$ cat config.mk
export PLATFORM = sky130hd
export DESIGN_NAME = demux_reg
export DESIGN_NICKNAME = d
export VERILOG_FILES = /design/src/rtl/demux_reg.sv
export SDC_FILE = /design/constraint.sdc
export NUM_CORES = 1
export LEC_CHECK = 0
export ABC_CLOCK_PERIOD_IN_PS = 2100
export CAP_MARGIN = 30
export CORE_ASPECT_RATIO = 0.8
export CORE_MARGIN = 1.5
export CORE_UTILIZATION = 35
export DETAILED_ROUTE_END_ITERATION = 7
export PLACE_DENSITY = 0.66
export SKIP_LAST_GASP = 1
export SLEW_MARGIN = 25
export SYNTH_ARGS = -nofsm -noshare
export SYNTH_HDL_FRONTEND = slang
export SYNTH_SLANG_ARGS = --single-unit
export TNS_END_PERCENT = 5
$ cat constraint.sdc
create_clock -name clk -period 2.1 [get_ports clk]
set_clock_uncertainty 0.1 [all_clocks]
set_input_delay 0.63 -clock clk [delete_from_list [all_inputs] [get_ports clk]]
set_output_delay 0.63 -clock clk [all_outputs]
set_load 0.02 [all_outputs]
$ cat src/rtl/demux_reg.sv
`default_nettype none
// ============================================================================
// Module      : demux_reg
// Description : 1-to-4 registered demultiplexer with valid/ready handshakes.
//               A word offered on d is routed by {s1,s0} into one of four
//               one-entry holding registers. Each channel drains on its own
//               handshake (vk/rk) independently of the others.
//
// Ports       : clk        - single clock, rising edge
//               rst        - asynchronous, active-high reset
//               s1, s0     - channel select, {s1,s0} = channel index 0..3
//               d          - input data word (WIDTH bits)
//               in_valid   - d and select are valid this cycle
//               in_ready   - block accepts the word this cycle (combinational)
//               y0..y3     - registered channel data
//               v0..v3     - channel holds a valid word
//               r0..r3     - downstream ready per channel
//               cnt0..cnt3 - saturating per-channel input transfer counters
//                            (present only when DEMUX_CNT_EN is defined)
//
// Options     : `define DEMUX_CNT_EN to add the cnt0..cnt3 counter outputs.
//
// Revision    : 1.0 - initial release
// ============================================================================
module demux_reg #(
    parameter int WIDTH = 8
) (
    input  logic             clk,
    input  logic             rst,
    input  logic             s1,
    input  logic             s0,
    input  logic [WIDTH-1:0] d,
    input  logic             in_valid,
    output logic             in_ready,
    output logic [WIDTH-1:0] y0,
    output logic [WIDTH-1:0] y1,
    output logic [WIDTH-1:0] y2,
    output logic [WIDTH-1:0] y3,
    output logic             v0,
    output logic             v1,
    output logic             v2,
    output logic             v3,
    input  logic             r0,
    input  logic             r1,
    input  logic             r2,
    input  logic             r3
`ifdef DEMUX_CNT_EN
    ,
    output logic [7:0]       cnt0,
    output logic [7:0]       cnt1,
    output logic [7:0]       cnt2,
    output logic [7:0]       cnt3
`endif
);

    // ------------------------------------------------------------------------
    // Constants
    // ------------------------------------------------------------------------
    localparam int         c_NUM_CH   = 4;
    localparam logic [0:0] c_ST_EMPTY = 1'b0;
    localparam logic [0:0] c_ST_FULL  = 1'b1;

    // ------------------------------------------------------------------------
    // Per-channel state and data
    // ------------------------------------------------------------------------
    logic [0:0]       r_state [c_NUM_CH];
    logic [WIDTH-1:0] r_data  [c_NUM_CH];

    logic [1:0]          w_sel;
    logic [c_NUM_CH-1:0] w_out_ready;
    logic [c_NUM_CH-1:0] w_full;
    logic                w_sel_full;
    logic                w_sel_out_ready;
    logic                w_in_xfer;
    logic [c_NUM_CH-1:0] w_load;
    logic [c_NUM_CH-1:0] w_drain;

    assign w_sel       = {s1, s0};
    assign w_out_ready = {r3, r2, r1, r0};

    // ------------------------------------------------------------------------
    // Input acceptance
    // A FULL channel can still take a new word when its downstream is ready
    // in the same cycle: the old word leaves as the new one arrives, so the
    // holding register never shows a bubble. in_valid deliberately plays no
    // part here so upstream may wait for in_ready before asserting valid.
    // ------------------------------------------------------------------------
    assign w_sel_full      = w_full[w_sel];
    assign w_sel_out_ready = w_out_ready[w_sel];
    assign in_ready        = !w_sel_full || w_sel_out_ready;
    assign w_in_xfer       = in_valid && in_ready;

    // ------------------------------------------------------------------------
    // Channel holding registers
    // ------------------------------------------------------------------------
    generate
        for (genvar k = 0; k < c_NUM_CH; k++) begin : g_chan
            assign w_full[k]  = (r_state[k] == c_ST_FULL);
            assign w_load[k]  = w_in_xfer && (w_sel == 2'(k));
            assign w_drain[k] = w_full[k] && w_out_ready[k];

            // Two-state occupancy machine. A load always leaves the channel
            // FULL, whether or not the previous word drained this cycle.
            always_ff @(posedge clk or posedge rst) begin
                if (rst) begin
                    r_state[k] <= c_ST_EMPTY;
                end else begin
                    case (r_state[k])
                        c_ST_EMPTY: begin
                            if (w_load[k]) begin
                                r_state[k] <= c_ST_FULL;
                            end
                        end
                        c_ST_FULL: begin
                            if (w_load[k]) begin
                                r_state[k] <= c_ST_FULL;
                            end else if (w_drain[k]) begin
                                r_state[k] <= c_ST_EMPTY;
                            end
                        end
                        default: begin
                            r_state[k] <= c_ST_EMPTY;
                        end
                    endcase
                end
            end

            // Data only moves on a load, so a stalled word stays put and the
            // last word stays visible after the channel drains.
            always_ff @(posedge clk or posedge rst) begin
                if (rst) begin
                    r_data[k] <= '0;
                end else if (w_load[k]) begin
                    r_data[k] <= d;
                end
            end
        end : g_chan
    endgenerate

    // ------------------------------------------------------------------------
    // Output mapping
    // ------------------------------------------------------------------------
    assign y0 = r_data[0];
    assign y1 = r_data[1];
    assign y2 = r_data[2];
    assign y3 = r_data[3];

    assign v0 = w_full[0];
    assign v1 = w_full[1];
    assign v2 = w_full[2];
    assign v3 = w_full[3];

`ifdef DEMUX_CNT_EN
    // ------------------------------------------------------------------------
    // Per-channel input transfer counters, saturating at all-ones
    // ------------------------------------------------------------------------
    localparam logic [7:0] c_CNT_MAX = 8'hFF;

    logic [7:0] r_cnt [c_NUM_CH];

    generate
        for (genvar k = 0; k < c_NUM_CH; k++) begin : g_cnt
            always_ff @(posedge clk or posedge rst) begin
                if (rst) begin
                    r_cnt[k] <= '0;
                end else if (w_load[k] && (r_cnt[k] != c_CNT_MAX)) begin
                    r_cnt[k] <= r_cnt[k] + 8'd1;
                end
            end
        end : g_cnt
    endgenerate

    assign cnt0 = r_cnt[0];
    assign cnt1 = r_cnt[1];
    assign cnt2 = r_cnt[2];
    assign cnt3 = r_cnt[3];
`endif

endmodule : demux_reg
`default_nettype wire

* Word-level counts from Yosys, hierarchy flattened
Cells that the tools add are included.
** Cells by class
- $lt $le $gt $ge :: 1
- Equality and inequality tests :: 3
- Muxes and demuxes :: 20
- Bitwise logic cells :: 4
- Reductions and logical operators :: 12
** Operators by type and width (count)
- 1-bit 2-to-1 mux :: 14
- 1-bit logical AND :: 9
- 1-bit case mux with 2 select lines :: 4
- 1-bit binary-select mux with 2-bit select :: 2
- 2-bit == test (second input constant) :: 2
- 1-bit inverter :: 4
- 2-bit by 3-bit < comparator with 1-bit output (second input constant) :: 1
- 2-bit by 1-bit == test with 1-bit output (second input constant) :: 1
- 2-bit logical NOT :: 1
- 1-bit logical NOT :: 1
- 1-bit logical OR :: 1
** Storage, ports and cells
- Flip-flop bits (word level) :: 36
- Bits of input ports :: 17
- Output and inout bits :: 37
- Logic and storage cells :: 48

* Longest topological paths before layout
Gate-level depths: netlist of the first run.
- Word-level depth :: 8
- Gate-level depth with buffers :: 5

* Worst setup path after synthesis of the first run
OpenSTA, ideal clock, no wires.
- Path kind :: input to output
- From :: input s1
- To :: output in_ready
- Arrival time :: 1.366 ns
- Setup slack :: 0.004 ns
- Cell stages on the path :: 2
- Path buffers :: 1
- Cell sequence :: buf_2 mux4_2
** On the way
- Longest elaborated chain between the ends :: 4
- Elaborated cells between the ends (all ways) :: 6
- Classes of those cells :: mux: 4; reduce/logical: 2
** Ends and longest elaborated chain
- start, declared :: line 30 : input logic s1,
- 1-bit binary-select mux with 2-bit select :: line 88 : assign w_sel_full = w_full[w_sel];
- 1-bit 2-to-1 mux (not written as such) :: line 88
- 1-bit logical NOT :: line 90 : assign in_ready = !w_sel_full || w_sel_out_ready;
- 1-bit logical OR * :: line 90
- end, declared :: line 34 : output logic in_ready,
Mark *: on every way between the ends. The rest lies on a longest branch, timed or not. The select of a mux whose other input is x is not followed.

* Worst setup path in the final report of the first run
- From :: input r3
- To :: output in_ready
** On the way
- Longest elaborated chain between the ends :: 3
** Ends and longest elaborated chain
- start, declared :: line 46 : input logic r3
- 1-bit binary-select mux with 2-bit select :: line 89 : assign w_sel_out_ready = w_out_ready[w_sel];
- 1-bit 2-to-1 mux (not written as such) :: line 89
- 1-bit logical OR :: line 90
Every way passes these cells. The select of a mux whose other input is x is not followed.

==> results of run 1 <==
## critical path, cell delays in order
cell and delay [ps]:
sky130_fd_sc_hd__buf_6 90, sky130_fd_sc_hd__nand2b_4 130, sky130_fd_sc_hd__mux4_2 470, sky130_fd_sc_hd__buf_6 150
## logic make-up after synthesis
| group | after synthesis |
|---|---|
| simple gates | 15 |
| flops | 36 |
| compound gates | 1 |
| buf+inv | 4 |
| mux | 33 |
## layout by cell type (no fill, tap or decap), drive strengths merged
master and instances:
nor2b 2, nand3 1, inv 1, nand2 5, clkbuf 8, dlygate4sd2 1
o21ai 1, mux4 1, mux2 32, nor3b 1, buf 28, and3 1
clkdlybuf4s50 46, nand3b 1, nand2b 4, dfrtp 36
## sequential cells by signal, summed over array words and instances (netlist names)
register	count
y1	8
v2	1
y0	8
v0	1
y3	8
v3	1
y2	8
v1	1
## worst max path at each step
| stage | end | from | slack, ps |
|---|---|---|---|
| 6_report | in_ready | r3 | -90 |
| 2_1_floorplan | in_ready | s1 | 4 |
| 3_5_place_dp | in_ready | r3 | -830 |
| 3_3_place_gp | in_ready | s1 | -800 |
| 5_1_grt | in_ready | r3 | -100 |
| 4_1_cts | in_ready | r3 | -90 |
## layout make-up
cell class | instances | share of cell area (%)
clock buffers | 8 | 3.97
flip-flops and latches | 36 | 39.7
repair buffers | 75 | 30.4
well taps | 55 | 3.03
multi-input cells | 49 | 22.7
inverters | 1 | 0.165
## per-layer routing
layer / vias up / share of wire [%]
met5: - / 0
li1: 467 / -
met2: 33 / 47
met1: 501 / 46
met3: 4 / 5.4
met4: 0 / 1.5
## power groups by stage
stage / Clock, mW / Sequential [mW] / Combinational [mW]
detailed placement: 0 / 0.918 / 0.699
floorplan: 0 / 1.08 / 0.156
finish: 0.491 / 0.908 / 0.703
CTS: 0.503 / 0.909 / 0.706
global placement: 0 / 0.912 / 0.687
global route: 0.540 / 0.925 / 0.741
## repair_timing
| item | in CTS | in global routing |
|---|---|---|
| setup buffers | 3 | 2 |
| gates cloned | 0 | 0 |
| endpoints found under the setup margin | 1 | 1 |
| resized for setup | 29 | 2 |
| hold endpoints to repair | 0 | 0 |
==> qor.txt, run 1 <==
============================================================================================
Post-Synthesis Cells ..........................................................           89
Maximum fanout along the worst path ...........................................            2
Proportion of layout cells with a drive suffix above 1 ........................        43.2%
Top-count cell post-synth ..................................................... sky130_fd_sc_hd__dfrtp_1
Maximum root-to-sink buffer count .............................................            2
Post-detailed-routing wire length .............................................      3.28 mm
Clock period minus final worst setup slack ....................................      2190 ps
Die Y-Extent ..................................................................      59.7 um
Global-route usage over all layers ............................................        16.2%
Post-synthesis sequential area ratio ..........................................        64.1%
Setup crit end kind ...........................................................   output pin
Max Clock Freq ................................................................      457 MHz
HPWL Detailed .................................................................      2.42 mm
Area of the placeable core ....................................................    3830 um^2
Area taken by multi-input logic gates .........................................     515 um^2
Post-route setup slack ........................................................     -90.2 ps
Number of synthesized register bits ...........................................           36
Failing checks ................................................................ negative setup slack
Latest clock arrival within the worst-skew pair ...............................       280 ps
Number of vias after detailed routing .........................................        1,005
Slew Viols, Final .............................................................            0
Met2 layer usage reported by global route .....................................        25.4%
Syn_nets ......................................................................          106
Chip width ....................................................................      73.8 um
Most instantiated flip-flop cell in the synthesis netlist ..................... sky130_fd_sc_hd__dfrtp_1
Avg Cell Area, Syn ............................................................    15.8 um^2
Busiest metal layer after global routing ......................................         met2
Final-report hold violation count .............................................            0
Yosys cell types ..............................................................           13
Hold Path Sink ................................................................        y2[2]
Hold wc startpoint ............................................................        y2[2]
First-pass GRT wire length ....................................................      5.21 mm
Tightest Pin Transition .......................................................       438 ps
Share of total power in the clock network .....................................        23.4%
Root Driver ................................................................... sky130_fd_sc_hd__clkbuf_8
Pre-CTS setup slack ...........................................................      -826 ps
Number of input and output port buffers inserted ..............................           53
Yosys synthesis warning count .................................................            0
Internal power component ......................................................      1.49 mW
Setup repair after global routing missed its margin ...........................          yes
Post-route clock period utilization ...........................................         104%
Endpoint of the worst-slack reg-to-reg timing path ............................        y1[7]
Net total in the final layout .................................................          185
Initial drt markers ...........................................................           51
Clk slew on worst S/H paths ...................................................        60 ps
Area of the mapped netlist ....................................................    1410 um^2
Worst vdd ir ..................................................................     0.425 mV
Tightest hold margin ..........................................................       405 ps
H-tree depth reported by CTS ..................................................            2
Placer congestion estimate ....................................................        0.729
Mux cell area share after synthesis ...........................................        27.2%
Initial antenna violation count ...............................................            0
Area share of xor/xnor cells in the synthesized design ........................           0%
Final setup viols .............................................................            1
Met3 track demand over resource ...............................................        3.54%
Status ........................................................................ finished with violations
Critical path class ........................................................... input pin to output pin
Post-layout instance area .....................................................    2270 um^2
Logic depth of the worst register-to-register path ............................            7
Top post-synthesis cells by area .............................................. sky130_fd_sc_hd__dfrtp_1 (64%), sky130_fd_sc_hd__mux2_2 (26%), sky130_fd_sc_hd__nand2b_1 (1.8%), sky130_fd_sc_hd__mux4_2 (1.6%), sky130_fd_sc_hd__nand2_1 (1.3%)
Area fraction in compound gates after synthesis ...............................       0.356%
Setup TNS .....................................................................     -90.2 ps
Worst slew margin relative to its limit .......................................        70.8%
Number of detailed-routing iterations run before antenna repair ...............            4
Post-placement cell area ......................................................    2120 um^2
Largest area contributor in the netlist ....................................... sky130_fd_sc_hd__dfrtp_1
Pin count of the biggest net entering global routing ..........................           37
Clock net sink count ..........................................................           36
Leakage Power .................................................................      1.00 nW
Max cap viols .................................................................            0
Via density ...................................................................         4.49
CTS tree ......................................................................         done
Diode insertion count for antenna repair ......................................            0
Final core utilization ........................................................        59.2%
Hold-critical path depth ......................................................            1
Routed length per instance ....................................................      14.6 um
IO Count ......................................................................           54
Path class of the lowest-slack min-delay path ................................. flip-flop to flip-flop
Post-Synth Adder-Cell Area ....................................................           0%
Basic-gate share of the synthesized area counting and, or, nand and nor cells .        6.95%
Met1 global-route usage .......................................................        21.4%
Global route total overflow ...................................................            0
Post-route DRC violation count ................................................            0
Critical Path Source Type .....................................................    input pin
Total power ...................................................................      2.10 mW
Via count of the first global-routing pass ....................................        1,054
R2r setup slk .................................................................       410 ps
Initial standard-cell utilization of the core .................................        36.7%
DIE AREA ......................................................................    4410 um^2
Sequential fraction of design power ...........................................        43.2%
Number of buffers added to fix hold violations after cts ......................            0
Area overhead of the layout relative to synthesis .............................        61.4%
Seq. cell area ................................................................     901 um^2
Number of instances in the placed design ......................................          211
Share of total power consumed by net switching ................................        29.2%
Switching power ...............................................................       614 uW
Total clock buffers created by CTS ............................................            5
Fillcell total ................................................................          317
List of most frequent post-synthesis cells .................................... sky130_fd_sc_hd__dfrtp_1 (36), sky130_fd_sc_hd__mux2_2 (32), sky130_fd_sc_hd__nand2_1 (5), sky130_fd_sc_hd__nand2b_1 (4), sky130_fd_sc_hd__buf_2 (3)
Combinational fraction of design power ........................................        33.4%
Arrival @ worst endpoint ......................................................      1460 ps
Top-area cell type share of the netlist area ..................................        64.1%
Number of flops mapped to enable cells by yosys ...............................            0
P per Cell Area ...............................................................  926 nW/um^2
Num rows ......................................................................           20
Detail Route Antenna Nets .....................................................            0
Startpoint of the most critical register-to-register path .....................           v1
Req. time, crit path ..........................................................      1370 ps
Asr flop ratio synth ..........................................................         100%
Main combinational cell family by area after synthesis ........................ multiplexers
Count of placed standard cells in the final layout, fillers left out ..........          224
============================================================================================
No activity file was read; power rests on OpenSTA's default activity.
==> inputs of run 2 (changes only) <==
--- a/config.mk
+++ b/config.mk
@@ -11,7 +11,7 @@
 export CORE_MARGIN = 1.5
 export CORE_UTILIZATION = 35
 export DETAILED_ROUTE_END_ITERATION = 7
-export PLACE_DENSITY = 0.66
+export PLACE_DENSITY_LB_ADDON = 0.3
 export SKIP_LAST_GASP = 1
 export SLEW_MARGIN = 25
 export SYNTH_ARGS = -nofsm -noshare
==> qor.txt, run 2 (synthesis results as in run 1) <==
===================================================================================
CTS tree .............................................................         done
Via density ..........................................................         4.52   +0.71%
Maximum fanout along the worst path ..................................            2   unchanged
Setup crit end kind ..................................................   output pin
Global-route usage over all layers ...................................        15.4%   -0.75 points
Setup repair after global routing missed its margin ..................          yes
Pin count of the biggest net entering global routing .................           37   unchanged
Arrival @ worst endpoint .............................................      1460 ps   about the same
Number of detailed-routing iterations run before antenna repair ......            4   unchanged
Initial antenna violation count ......................................            0   unchanged
Placer congestion estimate ...........................................        0.772   +5.8%
Critical Path Source Type ............................................    input pin
Die Y-Extent .........................................................      59.7 um   unchanged
Via count of the first global-routing pass ...........................        1,004   -4.7%
Number of instances in the placed design .............................          208   -1.4%
Post-route setup slack ...............................................     -91.3 ps   -1.17 ps
Detail Route Antenna Nets ............................................            0   unchanged
DIE AREA .............................................................    4410 um^2   unchanged
Failing checks ....................................................... negative setup slack
P per Cell Area ......................................................  985 nW/um^2   +6.4%
Number of input and output port buffers inserted .....................           53   unchanged
Leakage Power ........................................................      1.00 nW   about the same
Initial drt markers ..................................................           41   -20%
Most common library cell in the layout ignoring fill and taps ........ sky130_fd_sc_hd__clkdlybuf4s50_1
Initial standard-cell utilization of the core ........................        36.7%   unchanged
Critical path class .................................................. input pin to output pin
Total clock buffers created by CTS ...................................            5   unchanged
Post-route DRC violation count .......................................            0   unchanged
Routed length per instance ...........................................      14.1 um   -3.9%
Maximum root-to-sink buffer count ....................................            2   unchanged
Clock period minus final worst setup slack ...........................      2190 ps   +1.17 ps
Final-report hold violation count ....................................            0   unchanged
Area overhead of the layout relative to synthesis ....................        63.0%
Seq. cell area .......................................................     901 um^2   unchanged
Global route total overflow ..........................................            0   unchanged
Proportion of layout cells with a drive suffix above 1 ...............        42.3%   -0.86 points
Most frequent cells in the layout .................................... sky130_fd_sc_hd__clkdlybuf4s50_1 (46), sky130_fd_sc_hd__dfrtp_1 (36), sky130_fd_sc_hd__mux2_2 (32)
Latest clock arrival within the worst-skew pair ......................       280 ps   about the same
Worst vdd ir .........................................................     0.504 mV   +18%
Logic depth of the worst register-to-register path ...................            7   unchanged
R2r setup slk ........................................................       450 ps   +40 ps
IO Count .............................................................           54   unchanged
Slew Viols, Final ....................................................            0   unchanged
Num rows .............................................................           20   unchanged
Number of vias after detailed routing ................................          985   -2.0%
Root Driver .......................................................... sky130_fd_sc_hd__clkbuf_8
Endpoint of the worst-slack reg-to-reg timing path ...................        y3[0]
Status ............................................................... finished with violations
Critical path startpoint .............................................           r3
HPWL Detailed ........................................................      2.18 mm   -10%
Area of the placeable core ...........................................    3830 um^2   unchanged
Startpoint of the most critical register-to-register path ............           v3
Fillcell total .......................................................          315   -0.63%
Post-detailed-routing wire length ....................................      3.07 mm   -6.5%
Diode insertion count for antenna repair .............................            0   unchanged
Clk slew on worst S/H paths ..........................................        70 ps   about the same
Final setup viols ....................................................            3   +2
Worst slew margin relative to its limit ..............................        70.7%   -0.095 points
Pre-CTS setup slack ..................................................      -813 ps   +13.3 ps
Number of buffers added to fix hold violations after cts .............            0   unchanged
Tightest Pin Transition ..............................................       440 ps   +1.42 ps
First-pass GRT wire length ...........................................      4.84 mm   -7.2%
Count of placed standard cells in the final layout, fillers left out .          218   -2.7%
Max cap viols ........................................................            0   unchanged
Max Clock Freq .......................................................      456 MHz   about the same
Chip width ...........................................................      73.8 um   unchanged
Setup TNS ............................................................      -101 ps   -10.9 ps
H-tree depth reported by CTS .........................................            2   unchanged
Clock net sink count .................................................           36   unchanged
Path class of the lowest-slack min-delay path ........................ flip-flop to flip-flop
Post-route clock period utilization ..................................         104%   about the same
Area taken by multi-input logic gates ................................     515 um^2   unchanged
Critical Path Sink ...................................................     in_ready
Net total in the final layout ........................................          179   -3.2%
Req. time, crit path .................................................      1370 ps   about the same
===================================================================================
==> run 2: cell types whose count changed in the layout (fill, tap and decap cells not counted) <==
cell	delta
sky130_fd_sc_hd__buf_12	+2
sky130_fd_sc_hd__buf_2	-1
sky130_fd_sc_hd__buf_4	-8
sky130_fd_sc_hd__buf_6	+1
sky130_fd_sc_hd__bufinv_16	+1
sky130_fd_sc_hd__clkbuf_1	-2
sky130_fd_sc_hd__clkbuf_8	+1
==> run 2: area by class of cell <==
cell class | count | area share, %
Tap cell | 55 | 3.00
Inverter | 1 | 0.164
Timing Repair Buffer | 69 | 29.5
Clock buffer | 7 | 4.21
Sequential cell | 36 | 39.3
Multi-Input combinational cell | 49 | 22.5
Clock inverter | 1 | 1.31
==> run 2: metal layers <==
| layer | GRT usage (%) | vias up | wire length, um |
|---|---|---|---|
| li1 | - | 453 | - |
| met1 | 19.4 | 492 | 1400 |
| met2 | 24.1 | 36 | 1420 |
| met3 | 6.41 | 4 | 215 |
| met4 | 5.56 | 0 | 26 |
| met5 | 0 | - | 0 |
==> run 2: worst min-delay path by stage <==
stage | slack (ps) | from | cells after the start | end
floorplan | 520 | v3 | 2 | v3
global placement | 390 | y0[3] | 1 | y0[3]
detailed placement | 390 | y0[3] | 1 | y0[3]
CTS | 410 | y0[3] | 1 | y0[3]
global route | 420 | y0[6] | 1 | y0[6]
finish | 410 | y0[3] | 1 | y0[3]
==> run 2: metrics by stage <==
stage | utilization (%) | hold WS [ps] | total power, mW | instance area, um^2
after floorplan | - | 515 | 1.23 | 1410
after global placement | 55.4 | 386 | 1.60 | 2120
after detailed placement | 55.4 | 394 | 1.62 | 2120
after CTS | 59.6 | 410 | 2.28 | 2280
after global routing | 59.8 | 424 | 2.38 | 2290
final | 59.8 | 408 | 2.26 | 2290
==> run 2: critical path, stage by stage <==
cell	delay (ps)
sky130_fd_sc_hd__buf_6	90
sky130_fd_sc_hd__nand2b_4	130
sky130_fd_sc_hd__mux4_2	470
sky130_fd_sc_hd__buf_6	150
==> run 2: timing repair <==
item / 4_1_cts / 5_1_grt
hold endpoints to repair: 0 / 0
resized for setup: 31 / 0
buffers inserted: 1 / 1
endpoints found under the setup margin: 1 / 4
==> run 2: where the power goes <==
part	switching, mW	internal (mW)	leakage, nW
logic	0.312	0.390	0.509
registers	0.0741	0.830	0.431
clock network	0.233	0.419	0.0645
==> inputs of run 3 (changes only) <==
--- a/config.mk
+++ b/config.mk
@@ -5,11 +5,12 @@
 export SDC_FILE = /design/constraint.sdc
 export NUM_CORES = 1
 export LEC_CHECK = 0
-export ABC_CLOCK_PERIOD_IN_PS = 2100
+export ABC_CLOCK_PERIOD_IN_PS = 1900
 export CAP_MARGIN = 30
 export CORE_ASPECT_RATIO = 0.8
 export CORE_MARGIN = 1.5
 export CORE_UTILIZATION = 35
+export CTS_CLUSTER_DIAMETER = 150
 export DETAILED_ROUTE_END_ITERATION = 7
 export PLACE_DENSITY_LB_ADDON = 0.3
 export SKIP_LAST_GASP = 1
==> constraint.sdc (replaced) <==
create_clock -name clk -period 1.9 [get_ports clk]
set_clock_uncertainty 0.1 [all_clocks]
set_input_delay 0.57 -clock clk [delete_from_list [all_inputs] [get_ports clk]]
set_output_delay 0.57 -clock clk [all_outputs]
set_load 0.02 [all_outputs]
==> qor.txt, run 3 (synthesis results as in run 1) <==
===================================================================================
R2r setup slk ........................................................       280 ps   -170 ps
Worst slew margin relative to its limit ..............................        79.9%   +9.2 points
Req. time, crit path .................................................      1230 ps   -140 ps
Post-detailed-routing wire length ....................................      3.26 mm   +6.4%
Tightest hold margin .................................................       405 ps   -2.26 ps
Total power ..........................................................      2.33 mW   +3.0%
Leakage Power ........................................................      1.01 nW   +0.82%
Root Driver .......................................................... sky130_fd_sc_hd__clkbuf_8
Chip width ...........................................................      73.8 um   unchanged
Hold-critical path depth .............................................            1   unchanged
Top cell family by delay on the critical path ........................ multiplexers
Final-report hold violation count ....................................            0   unchanged
Clock net sink count .................................................           36   unchanged
Number of buffers added to fix hold violations after cts .............            0   unchanged
Number of detailed-routing iterations run before antenna repair ......            4   unchanged
Maximum root-to-sink buffer count ....................................            2   unchanged
Number of input and output port buffers inserted .....................           53   unchanged
Via density ..........................................................         4.50   -0.46%
CTS tree .............................................................         done
Count of placed standard cells in the final layout, fillers left out .          219   +0.46%
Post-route DRC violation count .......................................            0   unchanged
Setup crit end kind ..................................................   output pin
Placer congestion estimate ...........................................        0.778   +0.82%
Setup repair after global routing missed its margin ..................          yes
Maximum fanout along the worst path ..................................            2   unchanged
Crit-path max cell delay .............................................       460 ps   about the same
Post-route setup slack ...............................................      -169 ps   -78.1 ps
Critical Path Source Type ............................................    input pin
Detail Route Antenna Nets ............................................            0   unchanged
Area of the placeable core ...........................................    3830 um^2   unchanged
Status ............................................................... finished with violations
DIE AREA .............................................................    4410 um^2   unchanged
P per Cell Area ...................................................... 1040 nW/um^2   +5.1%
Via count of the first global-routing pass ...........................        1,069   +6.5%
Max cap viols ........................................................            0   unchanged
HPWL Detailed ........................................................      2.35 mm   +8.1%
Clk slew on worst S/H paths ..........................................        70 ps   about the same
Critical path class .................................................. input pin to output pin
Total clock buffers created by CTS ...................................            5   unchanged
Initial drt markers ..................................................           61   +49%
Tightest Pin Transition ..............................................       300 ps   -140 ps
Hold wc startpoint ...................................................        y0[2]
Initial standard-cell utilization of the core ........................        36.7%   unchanged
Proportion of layout cells with a drive suffix above 1 ...............        42.7%   +0.35 points
Pin count of the biggest net entering global routing .................           37   unchanged
Max Clock Freq .......................................................      483 MHz
Area overhead of the layout relative to synthesis ....................        59.8%
Most common library cell in the layout ignoring fill and taps ........ sky130_fd_sc_hd__clkdlybuf4s50_1
Arrival @ worst endpoint .............................................      1400 ps   -60 ps
Diode insertion count for antenna repair .............................            0   unchanged
Slowest cell on crit path ............................................ sky130_fd_sc_hd__mux4_2
Startpoint of the most critical register-to-register path ............           v1
Most frequent cells in the layout .................................... sky130_fd_sc_hd__clkdlybuf4s50_1 (43), sky130_fd_sc_hd__dfrtp_1 (36), sky130_fd_sc_hd__mux2_2 (32)
Initial antenna violation count ......................................            0   unchanged
Hold Path Sink .......................................................        y0[2]
Num rows .............................................................           20   unchanged
Fillcell total .......................................................          325   +3.2%
Latest clock arrival within the worst-skew pair ......................       280 ps   about the same
H-tree depth reported by CTS .........................................            2   unchanged
Worst Path Buf+Inv ...................................................            2   unchanged
Number of instances in the placed design .............................          207   -0.48%
Net total in the final layout ........................................          180   +0.56%
Path class of the lowest-slack min-delay path ........................ flip-flop to flip-flop
Global-route usage over all layers ...................................        16.8%   +1.3 points
Logic depth of the worst register-to-register path ...................            6   -1
IO Count .............................................................           54   unchanged
Die Y-Extent .........................................................      59.7 um   unchanged
Clock period minus final worst setup slack ...........................      2070 ps
Cells traversed along the worst timing path .......................... buf_2 -> nand2b_4 -> mux4_2 -> buf_6
Endpoint of the worst-slack reg-to-reg timing path ...................        y1[4]
Final setup viols ....................................................           43   +40
Failing checks ....................................................... negative setup slack
Post-route clock period utilization ..................................         109%
Number of vias after detailed routing ................................          985   unchanged
Worst vdd ir .........................................................     0.573 mV   +14%
First-pass GRT wire length ...........................................      5.35 mm   +11%
Slew Viols, Final ....................................................            0   unchanged
Global route total overflow ..........................................            0   unchanged
Routed length per instance ...........................................      14.9 um   +5.9%
===================================================================================
-- run 3: repair_timing --
action / 4_1_cts / 5_1_grt
setup endpoints to repair: 69 / 58
resized for setup: 25 / 3
buffers inserted: 4 / 0
-- run 3: worst max path at each step --
stage | slack, ps | startpoint | end | depth (start not counted)
2_1_floorplan | -0.6 | r3 | in_ready | 2
3_3_place_gp | -890 | s1 | in_ready | 3
3_5_place_dp | -910 | s1 | in_ready | 3
4_1_cts | -190 | s1 | in_ready | 3
5_1_grt | -180 | r3 | in_ready | 4
6_report | -170 | r1 | in_ready | 4
-- run 3: where the power goes --
part           switching, mW  internal [mW]
registers             0.0838          0.917
logic                  0.347          0.426
clock network          0.264          0.289
-- run 3: through the flow --
step	TNS (ps)	setup WS, ps	area (um^2)	utilization, %
final	-1230	-169	2250	58.7
after global routing	-3060	-182	2250	58.7
after CTS	-1330	-195	2240	58.6
after floorplan	-0.580	-0.580	1450	-
after detailed placement	-12550	-912	2140	55.9
after global placement	-11280	-888	2140	55.9
-- run 3: layout make-up --
cell class                      count  area [um^2]  area share, %
Multi-Input combinational cell     49          515           23.0
Timing Repair Buffer               70          664           29.6
Sequential cell                    36          901           40.1
Tap cell                           55         68.8           3.06
Clock inverter                      2         10.0          0.446
Inverter                            1         3.75          0.167
Clock buffer                        6         82.6           3.68
-- run 3: layer usage --
layer | vias up | share of wire, % | GRT usage [%]
met5 | - | 0 | 0
met4 | 0 | 0.83 | 5.56
met3 | 3 | 6.7 | 5.40
met2 | 39 | 48 | 27.2
met1 | 484 | 44 | 21.5
li1 | 459 | - | -
